$ cat config.mk
export PLATFORM = sky130hd
export DESIGN_NAME = muldiv_seq_flat
export DESIGN_NICKNAME = d
export VERILOG_FILES = /design/src/rtl/muldiv_seq_if.sv /design/src/rtl/muldiv_seq.sv /design/src/flat_wrapper.sv
export SDC_FILE = /design/constraint.sdc
export NUM_CORES = 1
export LEC_CHECK = 0
export CAP_MARGIN = 25
export CORE_ASPECT_RATIO = 1.4
export CORE_MARGIN = 2
export CORE_UTILIZATION = 56
export CTS_BUF_LIST = sky130_fd_sc_hd__clkbuf_2 sky130_fd_sc_hd__clkbuf_4 sky130_fd_sc_hd__clkbuf_8
export CTS_CLUSTER_DIAMETER = 30
export CTS_CLUSTER_SIZE = 14
export DETAILED_ROUTE_END_ITERATION = 10
export GPL_TIMING_DRIVEN = 0
export PLACE_DENSITY = 0.77
export SLEW_MARGIN = 20
export SYNTH_ARGS = -nofsm -noshare
export SYNTH_HDL_FRONTEND = slang
export SYNTH_SLANG_ARGS = --single-unit
$ cat constraint.sdc
create_clock -name CLK -period 7.58 [get_ports CLK]
set_input_delay 0.758 -clock CLK [delete_from_list [all_inputs] [get_ports CLK]]
set_output_delay 0.758 -clock CLK [all_outputs]
set_load 0.03 [all_outputs]
$ cat src/rtl/muldiv_seq_if.sv
// muldiv_seq_if: CPU byte-bus port of the multiply/divide coprocessor.
// master drives strobes, address and write data; slave returns data and status.
interface muldiv_seq_if #(
    parameter int AW = 3
);
    logic          CS;
    logic          WR;
    logic          RD;
    logic [AW-1:0] ADDR;
    logic [7:0]    DIN;
    logic [7:0]    DOUT;
    logic          BUSY;
    logic          IRQ;

    modport master (
        output CS, WR, RD, ADDR, DIN,
        input  DOUT, BUSY, IRQ
    );

    modport slave (
        input  CS, WR, RD, ADDR, DIN,
        output DOUT, BUSY, IRQ
    );
endinterface

$ cat src/rtl/muldiv_seq.sv
// muldiv_seq: shift-add multiplier / restoring divider on the CPU byte bus.
// Define MULDIV_SIGNED_EN for two's-complement operands and the FIX state.
module muldiv_seq #(
    parameter int W  = 16,
    parameter int AW = 3
) (
    input logic         CLK,
    input logic         RES,
    muldiv_seq_if.slave bus
);
    localparam int N  = W / 8;
    localparam int CW = $clog2(W + 1);
    localparam logic [AW-1:0] CTRL_ADDR = AW'(2 * N);

`ifdef MULDIV_SIGNED_EN
    typedef enum logic [1:0] {IDLE, RUN, FIX, FINISH} state_t;
`else
    typedef enum logic [1:0] {IDLE, RUN, FINISH} state_t;
`endif

    state_t         state_q, state_d;
    logic [W-1:0]   a_q, b_q, bs_q, am, bm;
    logic [2*W-1:0] r_q, acc_q, step;
    logic [W:0]     sum, trial;
    logic [CW-1:0]  cnt_q;
    logic           mode_q, sgn_q, ie_q, done_q, dz_q, zero_q;
    logic           wr_en, ctrl_wr, start, stat_rd, busy;
    logic           sa, sb, sgn_in, div_zero;
    logic [7:0]     rdata;

    assign wr_en    = bus.CS && bus.WR;
    assign ctrl_wr  = wr_en && bus.ADDR == CTRL_ADDR;
    assign start    = ctrl_wr && bus.DIN[0];
    assign stat_rd  = bus.CS && bus.RD && bus.ADDR == CTRL_ADDR;
    assign div_zero = bus.DIN[3] && b_q == '0;

`ifdef MULDIV_SIGNED_EN
    logic           neg_q, negr_q;
    logic [2*W-1:0] fix;

    assign sgn_in = bus.DIN[4];
    assign sa     = sgn_in && a_q[W-1];
    assign sb     = sgn_in && b_q[W-1];

    always_ff @(posedge CLK or negedge RES) begin
        if (!RES) begin
            neg_q  <= 1'b0;
            negr_q <= 1'b0;
        end else if (start) begin
            neg_q  <= sa ^ sb;
            negr_q <= sa;
        end
    end

    // Quotient/product sign from both operands; remainder follows the dividend.
    always_comb begin
        fix = acc_q;
        if (!mode_q) begin
            if (neg_q) fix = -acc_q;
        end else begin
            if (neg_q)  fix[W-1:0]   = -acc_q[W-1:0];
            if (negr_q) fix[2*W-1:W] = -acc_q[2*W-1:W];
        end
    end
`else
    assign sgn_in = 1'b0;
    assign sa     = 1'b0;
    assign sb     = 1'b0;
`endif

    assign am = sa ? -a_q : a_q;
    assign bm = sb ? -b_q : b_q;

    // acc holds {hi, lo}: mul {partial sum, multiplier}, div {remainder, quotient}.
    always_comb begin
        sum   = {1'b0, acc_q[2*W-1:W]} + (acc_q[0] ? {1'b0, bs_q} : '0);
        trial = {acc_q[2*W-1:W], acc_q[W-1]} - {1'b0, bs_q};
        if (!mode_q)
            step = {sum, acc_q[W-1:1]};
        else if (!trial[W])
            step = {trial[W-1:0], acc_q[W-2:0], 1'b1};
        else
            step = {acc_q[2*W-2:0], 1'b0};
    end

    always_ff @(posedge CLK or negedge RES) begin
        if (!RES) state_q <= IDLE;
        else      state_q <= state_d;
    end

    always_comb begin
        state_d = state_q;
        busy    = state_q != IDLE;
        if (start) begin
            state_d = RUN;
        end else begin
            unique case (state_q)
                RUN: begin
                    if (zero_q)
                        state_d = FINISH;
                    else if (cnt_q == CW'(1))
`ifdef MULDIV_SIGNED_EN
                        state_d = sgn_q ? FIX : FINISH;
`else
                        state_d = FINISH;
`endif
                end
`ifdef MULDIV_SIGNED_EN
                FIX:     state_d = FINISH;
`endif
                FINISH:  state_d = IDLE;
                default: state_d = state_q;
            endcase
        end
    end

    always_ff @(posedge CLK or negedge RES) begin
        if (!RES) begin
            a_q    <= '0;
            b_q    <= '0;
            bs_q   <= '0;
            r_q    <= '0;
            acc_q  <= '0;
            cnt_q  <= '0;
            mode_q <= 1'b0;
            sgn_q  <= 1'b0;
            ie_q   <= 1'b0;
            done_q <= 1'b0;
            dz_q   <= 1'b0;
            zero_q <= 1'b0;
        end else begin
            for (int k = 0; k < N; k++) begin
                if (wr_en && bus.ADDR == AW'(k))
                    a_q[8*k +: 8] <= bus.DIN;
                if (wr_en && bus.ADDR == AW'(N + k))
                    b_q[8*k +: 8] <= bus.DIN;
            end
            if (start) begin
                mode_q <= bus.DIN[3];
                sgn_q  <= sgn_in;
                ie_q   <= bus.DIN[5];
                done_q <= 1'b0;
                dz_q   <= 1'b0;
                zero_q <= div_zero;
                cnt_q  <= CW'(W);
                bs_q   <= bm;
                // Divide by zero preloads its final answer and skips the steps.
                acc_q  <= div_zero ? {a_q, {W{1'b1}}} : {{W{1'b0}}, am};
            end else begin
                if (ctrl_wr) ie_q <= bus.DIN[5];
                if (stat_rd) done_q <= 1'b0;
                unique case (state_q)
                    RUN: begin
                        if (!zero_q) begin
                            acc_q <= step;
                            cnt_q <= cnt_q - 1'b1;
                        end
                    end
`ifdef MULDIV_SIGNED_EN
                    FIX: acc_q <= fix;
`endif
                    FINISH: begin
                        r_q    <= acc_q;
                        done_q <= 1'b1;
                        dz_q   <= zero_q;
                    end
                    default: ;
                endcase
            end
        end
    end

    always_comb begin
        rdata = '0;
        for (int k = 0; k < 2 * N; k++)
            if (bus.ADDR == AW'(k)) rdata = r_q[8*k +: 8];
        if (bus.ADDR == CTRL_ADDR)
            rdata = {2'b00, ie_q, sgn_q, mode_q, dz_q, done_q, busy};
    end

    assign bus.DOUT = rdata;
    assign bus.BUSY = busy;
    assign bus.IRQ  = done_q && ie_q;
endmodule

$ cat src/flat_wrapper.sv
// flat-port wrapper written by rule: the top's interface ports become plain ports
module muldiv_seq_flat 
#(
    parameter int W  = 16,
    parameter int AW = 3
)
  (CLK, RES, bus_CS, bus_WR, bus_RD, bus_ADDR, bus_DIN, bus_DOUT, bus_BUSY, bus_IRQ);
  muldiv_seq_if #(.AW(AW)) bus_i ();
  input logic CLK;
  input logic RES;
  input wire logic [$bits(bus_i.CS)-1:0] bus_CS;
  input wire logic [$bits(bus_i.WR)-1:0] bus_WR;
  input wire logic [$bits(bus_i.RD)-1:0] bus_RD;
  input wire logic [$bits(bus_i.ADDR)-1:0] bus_ADDR;
  input wire logic [$bits(bus_i.DIN)-1:0] bus_DIN;
  output wire logic [$bits(bus_i.DOUT)-1:0] bus_DOUT;
  output wire logic [$bits(bus_i.BUSY)-1:0] bus_BUSY;
  output wire logic [$bits(bus_i.IRQ)-1:0] bus_IRQ;
  assign bus_i.CS = bus_CS;
  assign bus_i.WR = bus_WR;
  assign bus_i.RD = bus_RD;
  assign bus_i.ADDR = bus_ADDR;
  assign bus_i.DIN = bus_DIN;
  assign bus_DOUT = bus_i.DOUT;
  assign bus_BUSY = bus_i.BUSY;
  assign bus_IRQ = bus_i.IRQ;
  muldiv_seq #(.W(W), .AW(AW)) u_core (.CLK(CLK), .RES(RES), .bus(bus_i));
endmodule
Word level (Yosys, flattened, before mapping)
Index checks and enable logic that the tools add are counted.

storage, ports and cells
  logic and storage cells = 75
  bits of input ports = 16
  output and inout bits = 10
  flip-flop bits (word level) = 124

cells by class
  equal/unequal tests = 9
  multiplexer cells = 26
  reductions and logical operators = 22
  add/sub/neg operators = 3
  bitwise operators = 1

operators with widths
  cell                   count
  $mux W32               6
  $mux W8                5
  $add A16 B17 Y17       1
  $sub A17 B16 Y17       1
  $logic_not A16 Y1      1
  $mux W16               1
  $mux W5                3
  $logic_and A1 B1 Y1    11
  $reduce_bool A2 Y1     4
  $mux W1                7
  $eq A3 B2 Y1 const B   2
  $mux W2                3
  $reduce_and A2 Y1      3
  $reduce_bool A3 Y1     2
  $eq A5 B1 Y1 const B   1
  $sub A5 B1 Y5 const B  1
  $ne A4 B1 Y1 const B   1
  $pmux W2 S2            1
  $eq A3 B1 Y1 const B   1
  $eq A3 B3 Y1 const B   1
  $logic_not A3 Y1       1
  $eq A2 B1 Y1 const B   1
  $eq A2 B2 Y1 const B   1
  $ne A2 B2 Y1 const B   1
  $not A1 Y1             1

Logic depth before layout (Yosys ltp)
  word-level depth = 6
  depth in mapped cells = 13
  mapped depth without buffers = 11

Least setup slack after synthesis
Ideal clock, no wire load.

  kind = reg2reg
  start point = register u_core.acc_q[0]
  end point = register u_core.acc_q[31]
  arrival = 3.079 ns
  clock period less this slack = 3.206 ns
  stages on the path, launching flop included = 14
  required time = 7.454 ns
  path buffers = 2
  path slack = 4.374 ns
  cells stage by stage = dfrtp_1 -> clkbuf_1 -> clkbuf_1 -> and2_1 -> ha_1 -> fa_1 -> a211oi_1 -> nor2_1 -> o41a_1 -> a41o_1 -> o221ai_1 -> nor4_1 -> a221o_1 -> o32a_1

on the way
  longest elaborated chain between the ends = 6

RTL lines
  item                    line               source
  from (decl)             muldiv_seq.sv:23   logic [2*W-1:0] r_q, acc_q, step;
  from (signal assigned)  muldiv_seq.sv:148  acc_q <= div_zero ? {a_q, {W{1'b1}}} : {{W{1'b0}}, am};
  from (signal assigned)  muldiv_seq.sv:155  acc_q <= step;
  $mux W16                muldiv_seq.sv:76   sum = {1'b0, acc_q[2*W-1:W]} + (acc_q[0] ? {1'b0, bs_q} : '0);
  $add A16 B17 Y17        muldiv_seq.sv:76
  $mux W32                muldiv_seq.sv:78   if (!mode_q)
  $mux W32                muldiv_seq.sv:154  if (!zero_q) begin
  $mux W32                muldiv_seq.sv:152  unique case (state_q)
  $mux W32                muldiv_seq.sv:138  if (start) begin

No other way between the ends. The select of a mux whose other input is x is not followed.
A chain may end at the register's enable or synchronous reset.

Worst setup path in the final report
Ends and elaborated chain as after synthesis.

==> run metrics <==
CTS tree done; startpoint types register; Critical Path Fanout Max 10; antenna cell count 0; CTS max path bufs 2; # IOs 26; Post-Route WL 20,800 um; Layout area overhead 12.2%; total grt overflow 0; Pwr Density 456 nW/um^2; simple-gate portion of the synthesized area 14.0%; nets 862; CP arrival 4.18 ns; initial antenna violation count 0; Final period util 50.6%; start of the worst register-to-register path u_core.acc_q[0]; Crit. Startpoint u_core.acc_q[0]; WS Path Type register to register; TritonCTS Buffers 17; final setup fails 0; leakage 3.62 nW; Die Area 14,300 sq um; vias in the first global route 6,398; Syn Area/Cell 9.78 sq um; most frequent CP cell clkbuf_1; main combinational cell family by area after synthesis compound AO/OA/AOI/OAI gates; Worst Hold Class input pin to asynchronous set/reset pin; gr usage total 30.8%; DRT iter0 DRCs 523; Synth async-reset ratio 100%; main flop type after synthesis dfrtp_1; first-pass GRT wire length 33,200 um; Yosys Warn Count 0; placed inst area 7950 sq um; initial core utilization 57.8%; Clock transition at path regs 0.07 ns; post-synthesis compound-gate area fraction 15.6%; CTS-repair resized insts 0; Critical Path Max Stage Delay 0.47 ns; Layout Skew 0.0107 ns; vias 6,256; largest net degree at the start of global routing 64; Worst path slowest cell fa_1; Mapped Area 7470 sq um; vias per std cell 6.27; DP HPWL 15,900 um; Slew headroom 35.0%; Routed Antenna Nets 0; fin area 8380 sq um; Mapped Cells 764; outcome complete, no violations; Seq/Total Area, Yosys 41.5%; WL/cell 20.9 um; Critical Path RT 7.92 ns; clk sink count 124; Final min period 3.84 ns; Net Count, Synth 819; number of synthesized flops with an enable pin 0; IO Port Bufs 23; CTS root buf clkbuf_8; reg-to-reg endpoint u_core.acc_q[31]; CTS Hold Bufs 0; fmax 0.261 GHz; share of layout cells above drive strength 1 15.4%; synthesis-stage register bit count 124; worst-margin pin slew 0.966 ns; final hold vios 0; Adder-Cell Fraction of Synth Area 6.73%; first-pass detailed-route iteration total 8; Site Rows 49; postcts setup bufs 0; Distinct cells, synth 68; final setup TNS 0 ns; FF-to-FF setup slack 3.74 ns; Residual DRC 0; Die W 102 um; core region area 12,900 sq um; Placer Congestion 0.994; H-tree levels 4; Synth Area in XOR/XNOR 3.65%; endpoint class of the critical path register; Die H 141 um; mux share of post-synthesis cell area 14.6%; Max Transition Viols Final 0; Peak VDD IR 0.000221 V; critical-path cell list clkbuf_1, clkbuf_1, and2_1, ha_1, fa_1, a211oi_1, nor2_1, o41a_1, a41o_1, o221ai_1, nor4_1, a221o_1, o32a_1; RSZ-0062 raised after global routing false; worst skew pair latency 0.46 ns; max_cap viols 0; worst r2r path cells 13
where the power goes:
part	total, mW	internal, mW	switching [mW]
Sequential	1.21	0.918	0.295
Combinational	1.98	0.924	1.06
Clock	0.628	0.344	0.284
Total	3.82	2.19	1.64
flip-flops by register name, summed over array words and instances (netlist names), 2 cells and up:
signal / flops
u_core.acc_q: 32
u_core.r_q: 32
u_core.a_q: 16
u_core.b_q: 16
u_core.bs_q: 16
u_core.cnt_q: 5
u_core.state_q: 2
stage by stage:
step	utilization (%)	setup WS (ns)	total power, mW	cells	hold slack (ns)
after floorplan	-	4.37	2.62	764	0.445
after CTS	64.8	3.79	3.78	998	0.290
after detailed placement	61.5	3.79	3.14	966	0.485
after global placement	61.3	1.10	3.06	965	0.460
final	64.8	3.74	3.82	998	0.281
after global routing	64.8	3.65	4.07	998	0.314
cell usage in the layout (no fill, tap or decap), types with 9 or more instances in the layout:
cell type	n
mux2_2	64
nand2_1	65
a21oi_1	65
clkdlybuf4s50_1	22
a31oi_1	9
xor2_1	13
xnor2_1	15
mux2i_1	26
inv_1	32
nor3_1	23
dfrtp_1	124
o22ai_1	19
a21o_1	10
ha_1	37
o21ai_0	39
clkbuf_1	21
nor2_1	66
and2_1	17
clkbuf_8	19
critical path, delay by kind of cell, from the launching register on:
kind	cells	cell delay [ns]
AO/OA/AOI/OAI	6	1.67
AND/OR/NAND/NOR	3	0.40
buffers and inverters	2	0.53
adder cells (fa/ha/maj)	2	0.75
flip-flops	1	0.36
how the worst max path moves through the flow:
stage | end | slack [ns] | cells past startpoint
2_1_floorplan | u_core.acc_q[31] | 4.37 | 13
3_3_place_gp | u_core.b_q[6] | 1.10 | 1
3_5_place_dp | bus_DOUT[3] | 3.79 | 6
4_1_cts | bus_DOUT[3] | 3.79 | 6
5_1_grt | u_core.acc_q[31] | 3.65 | 13
6_report | u_core.acc_q[31] | 3.74 | 13
metal layers:
layer  vias to the layer above  part of all wire (%)  track usage, %
met3                       121                   6.2            6.84
met4                         0                    10            25.8
met1                      3017                    35            33.7
met5                         -                     0               0
li1                       2844                     -               -
met2                       274                    48            49.9
synthesized netlist by cell type (9+ instances only):
library cell    n  share of area, %
nand2_1        65               3.3
inv_1          32               1.6
o21ai_0        39               2.6
a21oi_1        65               4.4
mux2i_1        26               3.5
mux2_2         64               9.6
clkbuf_1       21               1.1
nor3_1         23               1.5
a21o_1         10               1.0
nor2_1         66               3.3
and2_1         17               1.4
a31oi_1         9              0.75
o22ai_1        19               1.6
xor2_1         13               1.5
ha_1           37               6.2
dfrtp_1       124                42
xnor2_1        15               1.8
layout make-up:
class | count | area (sq um)
Clock buffer | 19 | 262
Buffer | 38 | 168
Tap cell | 178 | 223
Inverter | 32 | 120
Sequential cell | 124 | 3100
Clock inverter | 13 | 166
Fill cell | 1025 | 4560
Timing Repair Buffer | 24 | 259
Multi-Input combinational cell | 570 | 4080
logic make-up (layout without fill, tap and decap cells):
logic type | count (synthesis) | count (layout)
XOR/XNOR | 29 | 29
AND/OR/NAND/NOR | 220 | 220
flip-flops | 124 | 124
multiplexers | 95 | 95
AO/OA/AOI/OAI | 187 | 187
adder cells (fa/ha/maj) | 39 | 39
buffers and inverters | 70 | 126
(Power assumes the default switching activity.)
